`config.mk`:
```
export PLATFORM = sky130hd
export DESIGN_NAME = mem_port_arbiter
export DESIGN_NICKNAME = d
export VERILOG_FILES = /design/src/rtl/mem_arb_pkg.sv /design/src/rtl/mem_port_arbiter.sv
export SDC_FILE = /design/constraint.sdc
export NUM_CORES = 1
export LEC_CHECK = 0
export BUFFER_PORTS_ARGS = -buffer_cell sky130_fd_sc_hd__buf_2
export CAP_MARGIN = 20
export CORE_ASPECT_RATIO = 0.5
export CORE_UTILIZATION = 47
export CTS_CLUSTER_SIZE = 16
export DETAILED_ROUTE_END_ITERATION = 10
export PLACE_DENSITY = 0.8
export SKIP_CTS_REPAIR_TIMING = 1
export SYNTH_ARGS = -nofsm -noshare
export SYNTH_HDL_FRONTEND = slang
export SYNTH_SLANG_ARGS = --single-unit
```
`constraint.sdc`:
```
create_clock -name clk -period 2.4 [get_ports clk]
set_input_delay 0.12 -clock clk [delete_from_list [all_inputs] [get_ports clk]]
set_output_delay 0.12 -clock clk [all_outputs]
set_load 0.01 [all_outputs]
```
`src/rtl/mem_arb_pkg.sv`:
```
// Shared FSM states, grant encoding and latency limits for mem_port_arbiter.
package mem_arb_pkg;

  typedef enum logic [1:0] {IDLE, ACCESS, WAIT, RESP} arb_state_e;

  typedef enum logic {GNT_IF, GNT_D} grant_e;

  localparam int MEM_LATENCY_MAX = 4;
  // The counter only ever holds MEM_LATENCY-1, so MAX-1 must fit.
  localparam int LAT_CNT_W = $clog2(MEM_LATENCY_MAX);

endpackage

```
`src/rtl/mem_port_arbiter.sv`:
```
// Shares one single-port RAM between the fetch port and the load/store port, one transaction at a time.
// Optional: define MEM_ARB_ROUND_ROBIN_EN to alternate ties between ports instead of data-first priority.
module mem_port_arbiter
  import mem_arb_pkg::*;
#(
  parameter int ADDR_W      = 32,
  parameter int DATA_W      = 32,
  parameter int MEM_LATENCY = 1
) (
  input  logic                clk,
  input  logic                rst,
  input  logic                if_req,
  input  logic [ADDR_W-1:0]   if_addr,
  output logic                if_ack,
  output logic [DATA_W-1:0]   if_rdata,
  input  logic                d_req,
  input  logic                d_we,
  input  logic [DATA_W/8-1:0] d_wstrb,
  input  logic [ADDR_W-1:0]   d_addr,
  input  logic [DATA_W-1:0]   d_wdata,
  output logic                d_ack,
  output logic [DATA_W-1:0]   d_rdata,
  output logic [ADDR_W-1:0]   m_addr,
  output logic                m_re,
  output logic                m_we,
  output logic [DATA_W/8-1:0] m_wstrb,
  output logic [DATA_W-1:0]   m_wdata,
  input  logic [DATA_W-1:0]   m_rdata,
  output logic                busy
);

  if (MEM_LATENCY < 1 || MEM_LATENCY > MEM_LATENCY_MAX) begin : g_bad_latency
    $error("mem_port_arbiter: MEM_LATENCY must be within 1..%0d", MEM_LATENCY_MAX);
  end

  arb_state_e           state, next_state;
  grant_e               grant, pick;
  logic [LAT_CNT_W-1:0] lat_cnt;
  logic [ADDR_W-1:0]    lat_addr;
  logic                 lat_we;
  logic [DATA_W/8-1:0]  lat_wstrb;
  logic [DATA_W-1:0]    lat_wdata;
  logic                 any_req;

  assign any_req = if_req | d_req;

`ifdef MEM_ARB_ROUND_ROBIN_EN
  grant_e last_grant;

  always_comb begin
    if (if_req && d_req) pick = (last_grant == GNT_D) ? GNT_IF : GNT_D;
    else if (d_req)      pick = GNT_D;
    else                 pick = GNT_IF;
  end

  // Reset value "data" makes the very first tie go to fetch.
  always_ff @(posedge clk or negedge rst) begin
    if (!rst)                          last_grant <= GNT_D;
    else if (state == IDLE && any_req) last_grant <= pick;
  end
`else
  assign pick = d_req ? GNT_D : GNT_IF;
`endif

  always_ff @(posedge clk or negedge rst) begin
    if (!rst) state <= IDLE;
    else      state <= next_state;
  end

  always_comb begin
    next_state = state;
    case (state)
      IDLE:    if (any_req) next_state = ACCESS;
      ACCESS:  next_state = lat_we ? RESP : WAIT;
      WAIT:    if (lat_cnt == '0) next_state = RESP;
      RESP:    next_state = IDLE;
      default: next_state = IDLE;
    endcase
  end

  // The winning port's fields are frozen at grant, so a requester dropping req mid-flight is harmless.
  always_ff @(posedge clk or negedge rst) begin
    if (!rst) begin
      grant     <= GNT_D;
      lat_cnt   <= '0;
      lat_addr  <= '0;
      lat_we    <= 1'b0;
      lat_wstrb <= '0;
      lat_wdata <= '0;
      if_rdata  <= '0;
      d_rdata   <= '0;
    end else begin
      case (state)
        IDLE: begin
          if (any_req) begin
            grant <= pick;
            if (pick == GNT_D) begin
              lat_addr  <= d_addr;
              lat_we    <= d_we;
              lat_wstrb <= d_we ? d_wstrb : '0;
              lat_wdata <= d_we ? d_wdata : '0;
            end else begin
              lat_addr  <= if_addr;
              lat_we    <= 1'b0;
              lat_wstrb <= '0;
              lat_wdata <= '0;
            end
          end
        end
        ACCESS: lat_cnt <= LAT_CNT_W'(MEM_LATENCY - 1);
        WAIT: begin
          if (lat_cnt == '0) begin
            if (grant == GNT_D) d_rdata  <= m_rdata;
            else                if_rdata <= m_rdata;
          end else begin
            lat_cnt <= lat_cnt - LAT_CNT_W'(1);
          end
        end
        default: ;
      endcase
    end
  end

  // RAM-side fields come straight from grant-time registers and are forced to zero outside ACCESS.
  assign busy    = (state != IDLE);
  assign m_re    = (state == ACCESS) && !lat_we;
  assign m_we    = (state == ACCESS) && lat_we;
  assign m_addr  = (state == ACCESS) ? lat_addr  : '0;
  assign m_wstrb = (state == ACCESS) ? lat_wstrb : '0;
  assign m_wdata = (state == ACCESS) ? lat_wdata : '0;
  assign if_ack  = (state == RESP) && (grant == GNT_IF);
  assign d_ack   = (state == RESP) && (grant == GNT_D);

endmodule

```
==> reports/summary.txt, run 1 <==
Status: finished, final reports clean
Maximum VDD drop: 616.9 uV
Root Buffer: clkbuf_16
Asr flop ratio synth: 1.000
HPWL after DPL: 9.911 mm
Initial antenna violation count: 0
Final worst-path cycle share: 0.8424
Port bufs: 273
Post-Route Utilization: 0.7307
Number of synthesized register bits: 138
Die Width: 161.0 um
Max Fclk: 0.4946 GHz
WP data required: 2.28 ns
Skew final: 0.009073 ns
Iter 0 DRT Violations: 212
Post-synth EDFFs: 0
Vias: 4804
Via density per instance: 4.872
Largest net degree at the start of global routing: 55
Final Hold Fails: 0
Yosys warning count: 0
Cells after synthesis: 469
First drt pass iteration count: 4
Core Region: 0.01205 mm2
Number of global-route vias before repair: 4373
Final Max Slew Viols: 0
Max_cap viols: 0
Syn_nets: 612
Syn Std Cell Area: 0.005943 mm2
Gpl congestion: 0.7614
Commonest cells in the synthesized netlist: dfrtp_1, and2_1, mux2_2
Largest cells by area after synthesis: dfrtp_1, mux2_2, and2_1
Top-Level Pins: 274
GRT Overall Usage: 0.2063
Ys flop type: dfrtp_1
CTS tree: built
Total power per unit cell area: 1232 mW/mm2
Placed cell area: 0.007491 mm2
Top-count cell post-synth: dfrtp_1
Clock Path Buffers: 2
Layout Nets: 951
CP endpoint kind: output pin
Leak Pwr: 4.577 nW
Worst-path clk slew: 0.06 ns
Post-synthesis sequential area ratio: 0.5813
Syn-to-layout area delta: 48.17%
Rows: 28
Layout cells sized above 1: 0.4653
Routed len/inst: 15.17 um
# clock sinks: 138
Yosys top cell by area: dfrtp_1
Syn Area/Cell: 12.67 um2
CTS Buf Count: 17
Die outline area: 0.01313 mm2
Total congestion overflow: 0
Critical path peak fanout: 34
Post-DRT Antenna Nets: 0
Setup Crit Path Kind: reg -> out
Starting Density: 0.4931
First-pass GRT wire length: 21.27 mm
Hold Path Class: in -> reg
Top-area cell type share of the netlist area: 0.5768
Worst-Skew Late Latency: 0.40 ns
N_diodes: 0
Setup-failing EPs final: 0
WP data arrival: 1.90 ns
H-tree Lvls: 4
Fin Setup TNS: 0 ns
Fin area: 0.008806 mm2
Synth unique cells: 29
Tightest Pin Transition: 0.6982 ns
DRC violations left: 0
Die height: 81.52 um
RSZ-0062 raised after global routing: false
Fin crit period: 2.022 ns
Crit start category: flip-flop
Post-Route WL: 14.96 mm
Slew margin rel.: 0.5328
[report_power, final]
part | total, W | internal [W] | switching [W]
clock network | 0.00273 | 0.00169 | 0.00104
logic | 0.00409 | 0.00205 | 0.00204
registers | 0.00403 | 0.00347 | 0.000554
total | 0.0109 | 0.00722 | 0.00364
[placed cells by master (no fill, tap or decap), types with 4 or more instances in the layout]
cell type	instances
mux2_2	61
ha_1	5
mux2i_1	32
buf_2	272
inv_6	5
buf_4	7
buf_12	4
a22o_1	37
dlygate4sd3_1	69
inv_1	5
dfrtp_1	137
clkbuf_16	17
o21ai_0	33
nand2_1	34
and2_1	70
[final cells by class]
| cell class | count | area [um2] |
|---|---|---|
| repair buffers | 353 | 2196 |
| fillers | 843 | 3246 |
| clock inverters | 14 | 185.2 |
| inverters | 5 | 18.77 |
| well taps | 165 | 206.4 |
| clock buffers | 18 | 439.2 |
| multi-input cells | 293 | 2306 |
| flip-flops and latches | 138 | 3455 |
[cell families (layout without fill, tap and decap cells)]
group	count (synthesis)	in the layout	synth area share
compound gates	76	76	0.08968
fa+ha+maj	6	6	0.01263
buf+inv	38	390	0.03305
flops	138	138	0.5813
mux	97	97	0.1777
simple gates	114	114	0.1057
[flip-flops by register name (all words and copies together) (netlist names)]
signal     count
lat_wstrb      4
lat_addr      32
d_rdata       32
if_rdata      32
lat_we         1
grant          1
lat_wdata     32
state          2
lat_cnt        2
[metal layers]
layer,vias up,global-route usage,part of all wire
met1,2325,0.2459,0.40
met2,144,0.3759,0.54
met3,30,0.04040,0.040
li1,2305,-,-
met5,-,0,0
met4,0,0.08208,0.023
[worst paths after layout]
kind                            slack [ns]                     from  cells past startpoint                       end
min in group asynchronous             0.23                      rst                      2   d_rdata[28]$_DFFE_PN0P_
worst max register to register        0.51     state[0]$_DFFE_PN0P_                      5      state[1]$_DFFE_PN0P_
max in group asynchronous             1.48                      rst                      3         grant$_DFFE_PN1P_
worst max-delay path                  0.38     state[1]$_DFFE_PN0P_                      5                      m_we
worst min register to register        0.47  lat_addr[2]$_DFFE_PN0P_                      2   lat_addr[2]$_DFFE_PN0P_
worst min-delay path                0.0001              if_addr[21]                      3  lat_addr[21]$_DFFE_PN0P_
[critical path, stage by stage, from the launching register on]
cell,delay (ns)
dfrtp_1,0.44
inv_1,0.14
ha_2,0.27
buf_4,0.31
and2_1,0.19
buf_2,0.14
[per-stage QoR]
| stage | setup slack [ns] | total power, W | hold WS, ns | std cells |
|---|---|---|---|---|
| global route | 0.2567 | 0.01154 | 0.02042 | 986 |
| CTS | 0.3788 | 0.01081 | -0.3265 | 917 |
| global placement | 0.6275 | 0.007856 | 0.1010 | 885 |
| finish | 0.3782 | 0.01085 | 0.0001192 | 986 |
| floorplan | 0.7400 | 0.006465 | -0.1756 | 469 |
| detailed placement | 0.5691 | 0.008050 | 0.1115 | 885 |
Power figures use the tool's default switching activity.
==> run 2, diff against run 1 <==
--- a/config.mk
+++ b/config.mk
@@ -5,13 +5,14 @@
 export SDC_FILE = /design/constraint.sdc
 export NUM_CORES = 1
 export LEC_CHECK = 0
+export ABC_AREA = 1
 export BUFFER_PORTS_ARGS = -buffer_cell sky130_fd_sc_hd__buf_2
 export CAP_MARGIN = 20
 export CORE_ASPECT_RATIO = 0.5
 export CORE_UTILIZATION = 47
 export CTS_CLUSTER_SIZE = 16
 export DETAILED_ROUTE_END_ITERATION = 10
-export PLACE_DENSITY = 0.8
+export PLACE_DENSITY = 0.79
 export SKIP_CTS_REPAIR_TIMING = 1
 export SYNTH_ARGS = -nofsm -noshare
 export SYNTH_HDL_FRONTEND = slang
==> constraint.sdc (replaced) <==
create_clock -name clk -period 1.9 [get_ports clk]
set_input_delay 0.095 -clock clk [delete_from_list [all_inputs] [get_ports clk]]
set_output_delay 0.095 -clock clk [all_outputs]
set_load 0.01 [all_outputs]
==> run 2 against run 1 <==
  * The run now ends with design-rule violations, negative hold slack, negative setup slack left
  * Setup slack worse by 0.38 ns
  * Clock power is 27% higher
  * Clock skew is 0.0010 ns lower
  * Die area grew 5.7%
  * Area after synthesis up 5.8%
  * Combinational power increased by 27%
  * Hold slack lost 0.032 ns
  * Global-route usage is 3.2 points higher
  * Utilization decreased by 0.13 points
  * Power grew 28%
  * Critical path type is now reg -> reg
  * Critical endpoint is now lat_wdata[25]$_DFFE_PN0P_
  * Largest power group is now registers
==> reports/summary.txt, run 2 <==
WP data required: 2.18 ns (was 2.28 ns)
Top-Level Pins: 274 (unchanged)
Port bufs: 273 (unchanged)
Initial antenna violation count: 0 (unchanged)
Hold Path Class: in -> reg (unchanged)
Vias: 6531 (was 4804)
Max Fclk: 0.5248 GHz
Area of the multi-input gates: 0.002111 mm2 (was 0.002306 mm2)
CTS Buf Count: 17 (unchanged)
Dpl ws: -0.03410 ns (was 0.5691 ns)
Final worst-path cycle share: 1.003
Crit start category: flip-flop (unchanged)
WP data arrival: 2.18 ns (was 1.90 ns)
Layout cells sized above 1: 0.2720 (was 0.4653)
HPWL after DPL: 11.21 mm (was 9.911 mm)
Worst hold slack: -0.03203 ns (was 0.0001192 ns)
H-tree Lvls: 4 (unchanged)
Via density per instance: 4.799 (was 4.872)
Total power per unit cell area: 1484 mW/mm2 (was 1232 mW/mm2)
Post-DRT Antenna Nets: 0 (unchanged)
Iter 0 DRT Violations: 425 (was 212)
Top-count cell post-synth: nand2_1 (was dfrtp_1)
Ys flop type: dfrtp_1 (unchanged)
Synth unique cells: 16 (was 29)
Root Buffer: clkbuf_16 (unchanged)
Fin area: 0.009369 mm2 (was 0.008806 mm2)
PnR worst setup slack: -0.005569 ns (was 0.3782 ns)
Syn Std Cell Area: 0.006286 mm2 (was 0.005943 mm2)
First drt pass iteration count: 9 (was 4)
Yosys top cell by area: dfrtp_1 (unchanged)
Filler cells: 903 (was 843)
Skew final: 0.008024 ns (was 0.009073 ns)
Setup Crit Path Kind: reg -> reg (was reg -> out)
Leak Pwr: 5.883 nW (was 4.577 nW)
Core Region: 0.01284 mm2 (was 0.01205 mm2)
Post-Route WL: 18.76 mm (was 14.96 mm)
Routed len/inst: 13.78 um (was 15.17 um)
Critical path peak fanout: 37 (was 34)
Number of synthesized register bits: 138 (unchanged)
CTS tree: built (unchanged)
Die Width: 165.6 um (was 161.0 um)
Status: finished, violations left (was finished, final reports clean)
Number of global-route vias before repair: 5564 (was 4373)
Top-area cell type share of the netlist area: 0.5454 (was 0.5768)
Fin crit period: 1.906 ns
Final Hold Fails: 19 (was 0)
Asr flop ratio synth: 1.000 (unchanged)
Starting Density: 0.4894 (was 0.4931)
Total congestion overflow: 0 (unchanged)
Syn Area/Cell: 7.601 um2 (was 12.67 um2)
Layout Nets: 1321 (was 951)
Largest net degree at the start of global routing: 65 (was 55)
GRT Overall Usage: 0.2379 (was 0.2063)
Failing checks: design-rule violations, negative hold slack, negative setup slack
Final Max Slew Viols: 0 (unchanged)
Cells after synthesis: 827 (was 469)
Placed cell area: 0.007828 mm2 (was 0.007491 mm2)
Post-synth EDFFs: 0 (unchanged)
Post-synthesis sequential area ratio: 0.5496 (was 0.5813)
Tightest Pin Transition: 0.4538 ns (was 0.6982 ns)
DRC violations left: 28 (was 0)
Worst-Skew Late Latency: 0.41 ns (was 0.40 ns)
Rows: 29 (was 28)
Die height: 83.78 um (was 81.52 um)
Syn-to-layout area delta: 49.04% (was 48.17%)
Setup-failing EPs final: 1 (was 0)
Clock Path Buffers: 2 (unchanged)
CP endpoint kind: flip-flop (was output pin)
Maximum VDD drop: 986.0 uV (was 616.9 uV)
Commonest cells after routing, fill and taps aside: nand2_1, buf_2, inv_1, dfrtp_1, o21ai_0 (was buf_2, dfrtp_1, and2_1, dlygate4sd3_1, mux2_2)
Commonest non-fill, non-tap cell in the layout: nand2_1 (was buf_2)
# clock sinks: 138 (unchanged)
Reg area: 0.003455 mm2 (unchanged)
Worst-path clk slew: 0.06 ns (about the same)
Fin Setup TNS: -0.005569 ns (was 0 ns)
Largest cells by area after synthesis: dfrtp_1, nand2_1, inv_1 (was dfrtp_1, mux2_2, and2_1)
Die outline area: 0.01387 mm2 (was 0.01313 mm2)
Yosys warning count: 0 (unchanged)
First-pass GRT wire length: 25.93 mm (was 21.27 mm)
Slew margin rel.: 0.6971 (was 0.5328)
Syn_nets: 970 (was 612)
Commonest cells in the synthesized netlist: nand2_1, inv_1, dfrtp_1 (was dfrtp_1, and2_1, mux2_2)
Max_cap viols: 0 (unchanged)
Gpl congestion: 0.8008 (was 0.7614)
N_diodes: 0 (unchanged)
==> run 2: logic make-up after synthesis <==
family	count (synthesis)	share of synthesized area
buf+inv	191	0.1178
compound gates	106	0.08658
fa+ha+maj	6	0.01194
simple gates	386	0.2341
flops	138	0.5496
==> run 2: through the flow <==
stage / total power (W) / std cells / utilization / hold slack [ns]
3_5_place_dp: 0.01002 / 1242 / 0.6094 / 0.05435
3_3_place_gp: 0.009772 / 1242 / 0.6094 / 0.05074
6_report: 0.01390 / 1361 / 0.7294 / -0.03203
4_1_cts: 0.01354 / 1274 / 0.6577 / -0.3853
2_1_floorplan: 0.008000 / 827 / - / -0.2006
5_1_grt: 0.01491 / 1361 / 0.7294 / -0.004915
==> run 2: cell type report <==
| class | instances | area share |
|---|---|---|
| flip-flops and latches | 138 | 0.3687 |
| inverters | 151 | 0.06050 |
| repair buffers | 372 | 0.2565 |
| clock buffers | 18 | 0.04687 |
| multi-input cells | 498 | 0.2253 |
| well taps | 170 | 0.02270 |
| clock inverters | 14 | 0.01936 |
==> run 2: worst paths after layout <==
check	start	end	slack [ns]	depth (start not counted)
worst min register to register	lat_addr[12]$_DFFE_PN0P_	lat_addr[12]$_DFFE_PN0P_	0.48	2
max in group asynchronous	rst	grant$_DFFE_PN1P_	1.03	3
worst max register to register	state[0]$_DFFE_PN0P_	lat_wdata[25]$_DFFE_PN0P_	-0.006	4
worst max-delay path	state[0]$_DFFE_PN0P_	lat_wdata[25]$_DFFE_PN0P_	-0.006	4
worst min-delay path	d_wdata[14]	lat_wdata[14]$_DFFE_PN0P_	-0.03	3
min in group asynchronous	rst	lat_addr[8]$_DFFE_PN0P_	0.18	2
==> run 2: routing by layer <==
layer  GRT usage  vias to the layer above  share of wire
li1            -                     3132              -
met1      0.2858                     3022           0.39
met2      0.4117                      317           0.50
met3     0.07551                       60          0.080
met4     0.06116                        0          0.032
met5           0                        -              0
==> run 2: power breakdown <==
part           switching (W)  internal, W  total, W
clock network        0.00134      0.00214   0.00348
logic                0.00320      0.00201   0.00520
registers           0.000836      0.00438   0.00522
total                0.00537      0.00853    0.0139
==> run 2: critical path, cell delays in order, from the launching register on <==
cell     delay (ns)
dfrtp_1        0.46
inv_1          0.17
ha_1           0.36
nand3_4        0.36
o21ai_0        0.42
